### src/rtl/traffic_pkg.sv
// ---------------------------------------------------------------------------
// traffic_pkg
// Shared definitions for the two-way intersection controller:
//   - state_e     : controller phase (N_GREEN, Y_TO_E, E_GREEN, Y_TO_N)
//   - LAMP_*      : one-hot lamp patterns (001 green, 010 yellow, 100 red)
//   - SEG_BLANK   : active-low seven-segment pattern with every segment off
//   - lamps()     : phase -> {north lamp, east lamp}
//   - to_bcd()    : value -> {tens, units} BCD, clamped to 99
// ---------------------------------------------------------------------------
package traffic_pkg;

  typedef enum logic [1:0] {
    N_GREEN = 2'd0,
    Y_TO_E  = 2'd1,
    E_GREEN = 2'd2,
    Y_TO_N  = 2'd3
  } state_e;

  localparam logic [2:0] LAMP_GREEN  = 3'b001;
  localparam logic [2:0] LAMP_YELLOW = 3'b010;
  localparam logic [2:0] LAMP_RED    = 3'b100;

  localparam logic [6:0] SEG_BLANK = 7'h7F;

  // Lamp pair for a phase; anything unexpected shows the reset pattern so
  // the two approaches can never both be green.
  function automatic logic [5:0] lamps(input state_e s);
    logic [5:0] l;
    case (s)
      N_GREEN: l = {LAMP_GREEN, LAMP_RED};
      Y_TO_E:  l = {LAMP_YELLOW, LAMP_YELLOW};
      E_GREEN: l = {LAMP_RED, LAMP_GREEN};
      Y_TO_N:  l = {LAMP_YELLOW, LAMP_YELLOW};
      default: l = {LAMP_GREEN, LAMP_RED};
    endcase
    return l;
  endfunction

  // Two BCD digits {tens, units}; values above 99 saturate at 99.
  function automatic logic [7:0] to_bcd(input int unsigned v);
    int unsigned c;
    c = (v > 32'd99) ? 32'd99 : v;
    return {4'(c / 32'd10), 4'(c % 32'd10)};
  endfunction

endpackage

### src/rtl/seg7_decoder.sv
// ---------------------------------------------------------------------------
// seg7_decoder
// Combinational decimal digit to active-low seven-segment pattern.
//   digit_i [3:0] : digit 0..9 (other codes blank the display)
//   seg_o   [6:0] : segments {g,f,e,d,c,b,a}, 0 = lit
// ---------------------------------------------------------------------------
module seg7_decoder
  import traffic_pkg::*;
(
  input  logic [3:0] digit_i,
  output logic [6:0] seg_o
);

  // Digit lookup.
  always_comb begin
    case (digit_i)
      4'd0:    seg_o = 7'b1000000;
      4'd1:    seg_o = 7'b1111001;
      4'd2:    seg_o = 7'b0100100;
      4'd3:    seg_o = 7'b0110000;
      4'd4:    seg_o = 7'b0011001;
      4'd5:    seg_o = 7'b0010010;
      4'd6:    seg_o = 7'b0000010;
      4'd7:    seg_o = 7'b1111000;
      4'd8:    seg_o = 7'b0000000;
      4'd9:    seg_o = 7'b0010000;
      default: seg_o = SEG_BLANK;
    endcase
  end

endmodule

### src/rtl/traffic_light.sv
// ---------------------------------------------------------------------------
// traffic_light
// Two-way (North/East) intersection controller with minimum green time and
// an all-yellow phase on every change of right of way.
//
// Build option: define COUNTDOWN_DISPLAY_EN to drive HEX1/HEX0 with the
// seconds remaining in the current phase; otherwise both displays are blank.
//
// Ports:
//   CLOCK_50   in   system clock, rising edge
//   KEY        in   asynchronous active-low reset
//   SW[1:0]    in   car present (SW[0]=North, SW[1]=East), asynchronous
//   LED_N[2:0] out  North lamp, one-hot 001 green / 010 yellow / 100 red
//   LED_E[2:0] out  East lamp, same encoding
//   HEX0[6:0]  out  countdown units digit, active-low {g,f,e,d,c,b,a}
//   HEX1[6:0]  out  countdown tens digit, same format
// ---------------------------------------------------------------------------
module traffic_light
  import traffic_pkg::*;
#(
  parameter int unsigned CNT_MAX    = 50_000_000,
  parameter int unsigned GREEN_SEC  = 30,
  parameter int unsigned YELLOW_SEC = 3
) (
  input  logic       CLOCK_50,
  input  logic       KEY,
  input  logic [1:0] SW,
  output logic [2:0] LED_N,
  output logic [2:0] LED_E,
  output logic [6:0] HEX0,
  output logic [6:0] HEX1
);

  localparam int unsigned PRE_W = $clog2(CNT_MAX + 1);
  localparam int unsigned SEC_W = $clog2(GREEN_SEC + 1);

  localparam logic [PRE_W-1:0] PRE_LAST = PRE_W'(CNT_MAX - 1);
  localparam logic [SEC_W-1:0] GREEN_S  = SEC_W'(GREEN_SEC);
  localparam logic [SEC_W-1:0] YELLOW_S = SEC_W'(YELLOW_SEC);

  logic [1:0]       sw_meta_q;
  logic [1:0]       sw_sync_q;
  state_e           state_q;
  state_e           state_d;
  logic [PRE_W-1:0] presc_q;
  logic [PRE_W-1:0] presc_d;
  logic [SEC_W-1:0] sec_q;
  logic [SEC_W-1:0] sec_d;
  logic [SEC_W-1:0] sec_inc_s;
  logic             tick_s;
  logic [2:0]       led_n_q;
  logic [2:0]       led_e_q;

  // Two-flop synchronizer for the car-present switches.
  always_ff @(posedge CLOCK_50 or negedge KEY) begin
    if (!KEY) begin
      sw_meta_q <= 2'b00;
      sw_sync_q <= 2'b00;
    end else begin
      sw_meta_q <= SW;
      sw_sync_q <= sw_meta_q;
    end
  end

  // Tick detection and the saturating seconds value after this cycle.
  always_comb begin
    tick_s    = (presc_q == PRE_LAST);
    sec_inc_s = sec_q;
    if (tick_s && (sec_q != GREEN_S)) begin
      sec_inc_s = sec_q + SEC_W'(1);
    end else begin
      sec_inc_s = sec_q;
    end
  end

  // Phase transitions. Decisions look at the seconds count as it will be
  // after this edge so a phase lasts exactly N ticks, not N ticks plus one.
  always_comb begin
    state_d = state_q;
    case (state_q)
      N_GREEN: begin
        if ((sec_inc_s >= GREEN_S) && sw_sync_q[1]) begin
          state_d = Y_TO_E;
        end else begin
          state_d = N_GREEN;
        end
      end
      Y_TO_E: begin
        if (sec_inc_s == YELLOW_S) begin
          state_d = E_GREEN;
        end else begin
          state_d = Y_TO_E;
        end
      end
      E_GREEN: begin
        if ((sec_inc_s >= GREEN_S) && sw_sync_q[0]) begin
          state_d = Y_TO_N;
        end else begin
          state_d = E_GREEN;
        end
      end
      Y_TO_N: begin
        if (sec_inc_s == YELLOW_S) begin
          state_d = N_GREEN;
        end else begin
          state_d = Y_TO_N;
        end
      end
      default: state_d = N_GREEN;
    endcase
  end

  // Prescaler and seconds counter; both restart on every phase entry.
  always_comb begin
    presc_d = presc_q;
    sec_d   = sec_q;
    if (state_d != state_q) begin
      presc_d = '0;
      sec_d   = '0;
    end else begin
      presc_d = tick_s ? '0 : (presc_q + PRE_W'(1));
      sec_d   = sec_inc_s;
    end
  end

  // Phase, counters and lamp registers. Lamps are loaded from the next
  // phase so they change on the same edge as the phase itself.
  always_ff @(posedge CLOCK_50 or negedge KEY) begin
    if (!KEY) begin
      state_q <= N_GREEN;
      presc_q <= '0;
      sec_q   <= '0;
      led_n_q <= LAMP_GREEN;
      led_e_q <= LAMP_RED;
    end else begin
      state_q            <= state_d;
      presc_q            <= presc_d;
      sec_q              <= sec_d;
      {led_n_q, led_e_q} <= lamps(state_d);
    end
  end

  assign LED_N = led_n_q;
  assign LED_E = led_e_q;

`ifdef COUNTDOWN_DISPLAY_EN
  logic [7:0]  bcd_q;
  int unsigned rem_s;

  // Seconds remaining in the phase being entered/held, floored at zero.
  always_comb begin
    rem_s = 32'd0;
    case (state_d)
      N_GREEN, E_GREEN: begin
        if (32'(sec_d) >= GREEN_SEC) begin
          rem_s = 32'd0;
        end else begin
          rem_s = GREEN_SEC - 32'(sec_d);
        end
      end
      Y_TO_E, Y_TO_N: begin
        if (32'(sec_d) >= YELLOW_SEC) begin
          rem_s = 32'd0;
        end else begin
          rem_s = YELLOW_SEC - 32'(sec_d);
        end
      end
      default: rem_s = GREEN_SEC;
    endcase
  end

  // Countdown digits, updated on the same edge as the seconds counter.
  always_ff @(posedge CLOCK_50 or negedge KEY) begin
    if (!KEY) begin
      bcd_q <= to_bcd(GREEN_SEC);
    end else begin
      bcd_q <= to_bcd(rem_s);
    end
  end

  seg7_decoder u_seg_units (
    .digit_i (bcd_q[3:0]),
    .seg_o   (HEX0)
  );

  seg7_decoder u_seg_tens (
    .digit_i (bcd_q[7:4]),
    .seg_o   (HEX1)
  );
`else
  assign HEX0 = SEG_BLANK;
  assign HEX1 = SEG_BLANK;
`endif

endmodule

### config.mk
export PLATFORM = sky130hd
export DESIGN_NAME = traffic_light
export DESIGN_NICKNAME = d
export VERILOG_FILES = /design/src/rtl/traffic_pkg.sv /design/src/rtl/seg7_decoder.sv /design/src/rtl/traffic_light.sv
export SDC_FILE = /design/constraint.sdc
export NUM_CORES = 1
export LEC_CHECK = 0
export CORE_AREA = 2 2 74 62
export CTS_BUF_LIST = sky130_fd_sc_hd__clkbuf_2
export DETAILED_ROUTE_END_ITERATION = 8
export DIE_AREA = 0 0 76 64
export GPL_TIMING_DRIVEN = 0
export HOLD_SLACK_MARGIN = 0.1
export MAX_ROUTING_LAYER = met4
export PLACE_DENSITY = 0.9
export SLEW_MARGIN = 20
export SYNTH_ARGS = -nofsm -noshare
export SYNTH_HDL_FRONTEND = slang
export SYNTH_SLANG_ARGS = --single-unit
### constraint.sdc
create_clock -name CLOCK_50 -period 3.3 [get_ports CLOCK_50]
set_input_delay 0.66 -clock CLOCK_50 [delete_from_list [all_inputs] [get_ports CLOCK_50]]
set_output_delay 0.66 -clock CLOCK_50 [all_outputs]
set_load 0.03 [all_outputs]
==> flow_summary.ini <==
[outcome]
outcome = completed

[floorplanning]
start_util_pct = 58.10
die_w_um = 76
rows = 21
die_y_um = 64
ios = 24
die_area_um2 = 4864
core_area_um2 = 4073

[yosys]
synth_edf_count = 0
yosys-top-cells-count = 39 x dfrtp_1, 18 x xor2_1, 17 x buf_4
synth.distinct_cells = 48
yosys.area.top_type = dfrtp_1
synth_area_um2 = 2366
syn_avg_cell_area_um2 = 10.38
ys_seq_area_share_pct = 42.36
yosysTopAreaCellShare_pct = 41.25
synth-seq-cells = 40
synth-warning-count = 0
syn_inst = 228
yosysMostFrequentCell = dfrtp_1
synth-async-reset-ratio_pct = 100.0
synthTopCellsByArea = dfrtp_1 41%, xor2_1 6.7%, buf_4 5.4%
yosys_most_used_dff = dfrtp_1

[timing]
finalHoldViolCount = 0
min_period_over_period_pct = 84.46
finalCriticalPeriod_ns = 2.787
relSlewSlack_pct = 34.50
tightest_slew_ns = 0.9749
clock.fmax_mhz = 358.8
final-setup-viol-count = 0
drv_slew = 0
finalSetupTns_ns = 0
skew_ns = 0.02064
rsz0062_at_grt = false

[clocking]
cts-resized-gates = 0
cts_sinks = 40
cts_tree = built
cts-root-buf = clkbuf_2
clockBufferDepth = 2
cts-buffers-inserted = 5
post_cts_buffers = 0
clk_latency_ns = 0.43
clk_pin_slew_ns = 0.23
cts_max_level = 2

[routing]
drtIter0Drc = 116
vias = 1815
drt-total-wl_mm = 5.024
drcViolationCount = 0
first_pass_iters = 4
antenna_left = 0
post_drt_wl_per_cell_um = 15.85
drt-vias-per-instance = 5.726

[pwr]
p_sw_share_pct = 24.79
vdd_drop_max_v = 0.0002033
power_leakage_nw = 1.143
p_clk_share_pct = 35.6
power.internal_uw = 637.1
p_switching_uw = 210.0
p_per_area_nw_per_um2 = 317.4
seq_power_share_pct = 58.3
combPwrFrac_pct = 6.0

[global_route]
overflow = 0
antenna_found_initial = 0
track_usage_pct = 22.46
grt_max_degree = 28
grt_pass1_wl_mm = 8.335
grt_pass1_vias = 1753

[layout]
final_area_um2 = 2669
drive_above_1_share_pct = 21.92
area_growth_pct = 12.80
fin_util_pct = 65.53
n_antenna_cell = 0
finalNetCount = 266

[worst_setup_path]
path_cells = or4b_4 -> nor4_4 -> and2_1 -> buf_6 -> mux2_4 -> nor2_2 -> buf_2 -> nor3_1
critPathMaxFanout = 10
required_ns = 3.63
critPathTopFamily = simple AND/OR/NAND/NOR gates
cp_num_cells = 8
critPathCaptureType = register
crit_type = reg2reg
cpPeakStageDelay_ns = 0.55
reg2reg_depth = 8
cp-start-kind = register
worstPathArrival_ns = 3.12
crit_buf_inv = 2
slowest_stage = or4b_4

[hold_path]
min_path_cells = 0
min-delay-path-class = reg2reg

[place]
io_buffer_count = 9
postPlaceCellArea_um2 = 2591
hpwl_mm = 3.562
gp_congestion = 0.9104

[flow_run]
maxCapViolations = 0
==> through the flow <==
| stage | power, mW | hold slack [ns] | setup slack [ns] | std cells |
|---|---|---|---|---|
| finish | 0.8471 | 0.3804 | 0.5127 | 317 |
| detailed placement | 0.5529 | 0.3420 | 0.5950 | 308 |
| CTS | 0.8514 | 0.3851 | 0.5335 | 317 |
| floorplan | 0.5369 | 0.3312 | 0.9005 | 241 |
| global route | 0.8816 | 0.4029 | 0.4013 | 317 |
| global placement | 0.5499 | 0.3317 | 0.6216 | 307 |
==> power by group through the flow <==
stage / registers (mW) / logic (mW) / clock network [mW]
after floorplan: 0.502 / 0.0345 / 0
after global placement: 0.502 / 0.0475 / 0
after detailed placement: 0.503 / 0.0503 / 0
after CTS: 0.494 / 0.0512 / 0.306
after global routing: 0.495 / 0.0551 / 0.332
final: 0.494 / 0.0510 / 0.302
==> registers in the layout (all words and copies together) (netlist names) <==
register and cells:
presc_q 26, sec_q 5, LED_E 2, state_q 2, sw_meta_q 2, sw_sync_q 2, LED_N 1
==> per-layer routing <==
metal,global-route usage (%),up-vias,share of wire (%)
met5,-,-,0
met3,4.944,6,6.5
met2,35.49,74,47
li1,-,852,-
met4,9.091,0,1.0
met1,28.55,883,45
==> what timing repair did <==
item,CTS,global route
hold endpoints to repair,10,0
endpoints found under the setup margin,0,0
hold buffers,1,0
==> cell families after synthesis <==
kind of cell | share of synthesized area, %
xor+xnor | 11.11
mux | 1.110
simple gates | 27.97
compound gates | 5.659
flops | 42.36
other cells | 0.1585
fa+ha+maj | 1.587
buf+inv | 10.05
==> cells in the final DEF (no fill, tap or decap), drive strengths merged, types with 9 or more instances in the layout <==
master	Yosys	layout
conb	1	14
dfrtp	39	39
nand2	11	11
nand3	11	11
buf	27	29
nor2	16	16
nor4	17	17
nor3	17	17
xor2	18	18
nand4	9	9
xnor2	12	12
==> cell type report <==
cell class                 instances  area, µm²
inverter                           4      15.01
sequential                        40       1002
buffer                            29      222.7
timing repair buffer              11      115.1
tap                               57      71.32
clock inverter                     3      42.54
clock buffer                       5      25.02
fill                             316       1404
multi-input combinational        168       1175
==> worst paths after layout <==
path                                   startpoint  slack (ns)                      to
min reg2reg                sw_meta_q[0]$_DFF_PN0_        0.38  sw_sync_q[0]$_DFF_PN0_
min                        sw_meta_q[0]$_DFF_PN0_        0.38  sw_sync_q[0]$_DFF_PN0_
min in group asynchronous                     KEY        0.62   presc_q[18]$_DFF_PN0_
max in group asynchronous                     KEY        2.13      LED_N[0]$_DFF_PN1_
max                         presc_q[18]$_DFF_PN0_        0.51    presc_q[8]$_DFF_PN0_
max reg2reg                 presc_q[18]$_DFF_PN0_        0.51    presc_q[8]$_DFF_PN0_
==> worst reg2reg max path: cells and delay by family, from the launching register on <==
kind	cells	cell delay, ns
flops	1	0.50
mux	1	0.32
simple gates	5	1.40
buf+inv	2	0.47
No activity file was read; power rests on OpenSTA's default activity.
==> patch: new RTL, same flow settings <==
The parameter `GREEN_SEC` goes from 30 to 15.
--- a/src/rtl/traffic_light.sv
+++ b/src/rtl/traffic_light.sv
@@ -20,5 +20,5 @@
 #(
   parameter int unsigned CNT_MAX    = 50_000_000,
-  parameter int unsigned GREEN_SEC  = 30,
+  parameter int unsigned GREEN_SEC  = 15,
   parameter int unsigned YELLOW_SEC = 3
 ) (
Formal check against the unedited RTL: no difference found for any inputs over 10 cycles, from zero or initial values; that may be too few to reach the edited logic, so the function may still have changed.
==> patch against the original RTL <==
Sequential cell count shrank 1; total power shrank 3.1%; first-iteration DRC count grew 5.2%; critical path depth is the same; final cell count shrank 5.0%; wire length shrank 20%; final area shrank 6.0%; synthesized area shrank 6.6%; clock skew shrank 4.5 ps; combinational power shrank 1%; maximum frequency grew 3.8%; worst setup slack gained 100 ps.
==> patch: results (changes against the original RTL) <==
- First-pass GRT wire length: 6980 microns (was 8340 microns)
- Worst skew pair latency: 410 ps (was 430 ps)
- Logic inverters: 2 (was 4)
- Vias per cell: 5.23 (was 5.73)
- Pwr Density: 327 mW/mm^2 (was 317 mW/mm^2)
- XOR/XNOR share of the synthesized area: 0.103 (was 0.111)
- Status: completed (unchanged)
- Crit path launch: presc_q[0]$_DFF_PN0_ (was presc_q[18]$_DFF_PN0_)
- Sequential fraction of the synthesis area: 0.442 (was 0.424)
- Clk slew on worst S/H paths: 190 ps (was 230 ps)
- Critical path's slowest cell: o31ai_4 (was or4b_4)
- Placed wire-length estimate: 2930 microns (was 3560 microns)
- Layout cell share with drive strength beyond 1: 0.225 (was 0.219)
- Leakage: 1.13 nW (was 1.14 nW)
- NumNets Final: 249 (was 266)
- Worst slack, placed: 624 ps (was 595 ps)
- Bufs w/o clock: 34 (was 40)
- Final cell count without fillers: 301 (was 317)
- Distinct cell type count after synthesis: 46 (was 48)
- Worst Min Path Start: sw_meta_q[1]$_DFF_PN0_ (was sw_meta_q[0]$_DFF_PN0_)
- Worst hold slack: 373 ps (was 380 ps)
- Reg2reg end: presc_q[23]$_DFF_PN0_ (was presc_q[8]$_DFF_PN0_)
- Synth Area in Adders: 0.0113 (was 0.0159)
- Max Fclk: 0.372 GHz (was 0.359 GHz)
- Crit path DAT: 2980 ps (was 3120 ps)
- CTS Sinks: 39 (was 40)
- Filler cells: 324 (was 316)
- First DRT Iteration DRCs: 122 (was 116)
- Non-clock buffer share of cell area: 0.112 (was 0.127)
- Compound-cell area share of the yosys netlist: 0.0430 (was 0.0566)
- Vias in the first global route: 1535 (was 1753)
- Worst-margin pin slew: 850 ps (was 975 ps)
- Worst vdd ir: 0.000229 V (was 0.000203 V)
- Post-synthesis instance area: 0.00221 sq mm (was 0.00237 sq mm)
- GRT Overall Usage: 0.188 (was 0.225)
patch: changes by cell type in the layout (fill, tap and decap cells not counted), sizes merged, moves of 4 or more:
cell	change
nor4	-12
nor2	+8
nand2	+7
buf	-6
mux2i	+4
patch: power by group:
group / leakage (nW) / internal, mW / total (mW) / switching, mW
logic: 0.577 / 0.0171 / 0.0503 / 0.0333
clock network: 0.0404 / 0.125 / 0.289 / 0.164
registers: 0.518 / 0.481 / 0.482 / 0.000519
total: 1.13 / 0.623 / 0.821 / 0.198
patch: metal layers:
layer / routed length (microns) / track usage
met1: 1810 / 0.249
met2: 1900 / 0.283
met3: 242 / 0.0424
met4: 57 / 0.0750
met5: 0 / -
patch: logic make-up (layout without fill, tap and decap cells):
group	after synthesis	in the layout
simple gates	103	103
xor+xnor	26	26
flops	39	39
compound gates	11	11
mux	5	5
fa+ha+maj	2	2
other cells	1	14
buf+inv	25	44
patch: timing repair:
action                                  in CTS  in global routing
hold buffers                                 1                  0
endpoints found under the setup margin       0                  0
endpoints found under the hold margin        6                  0
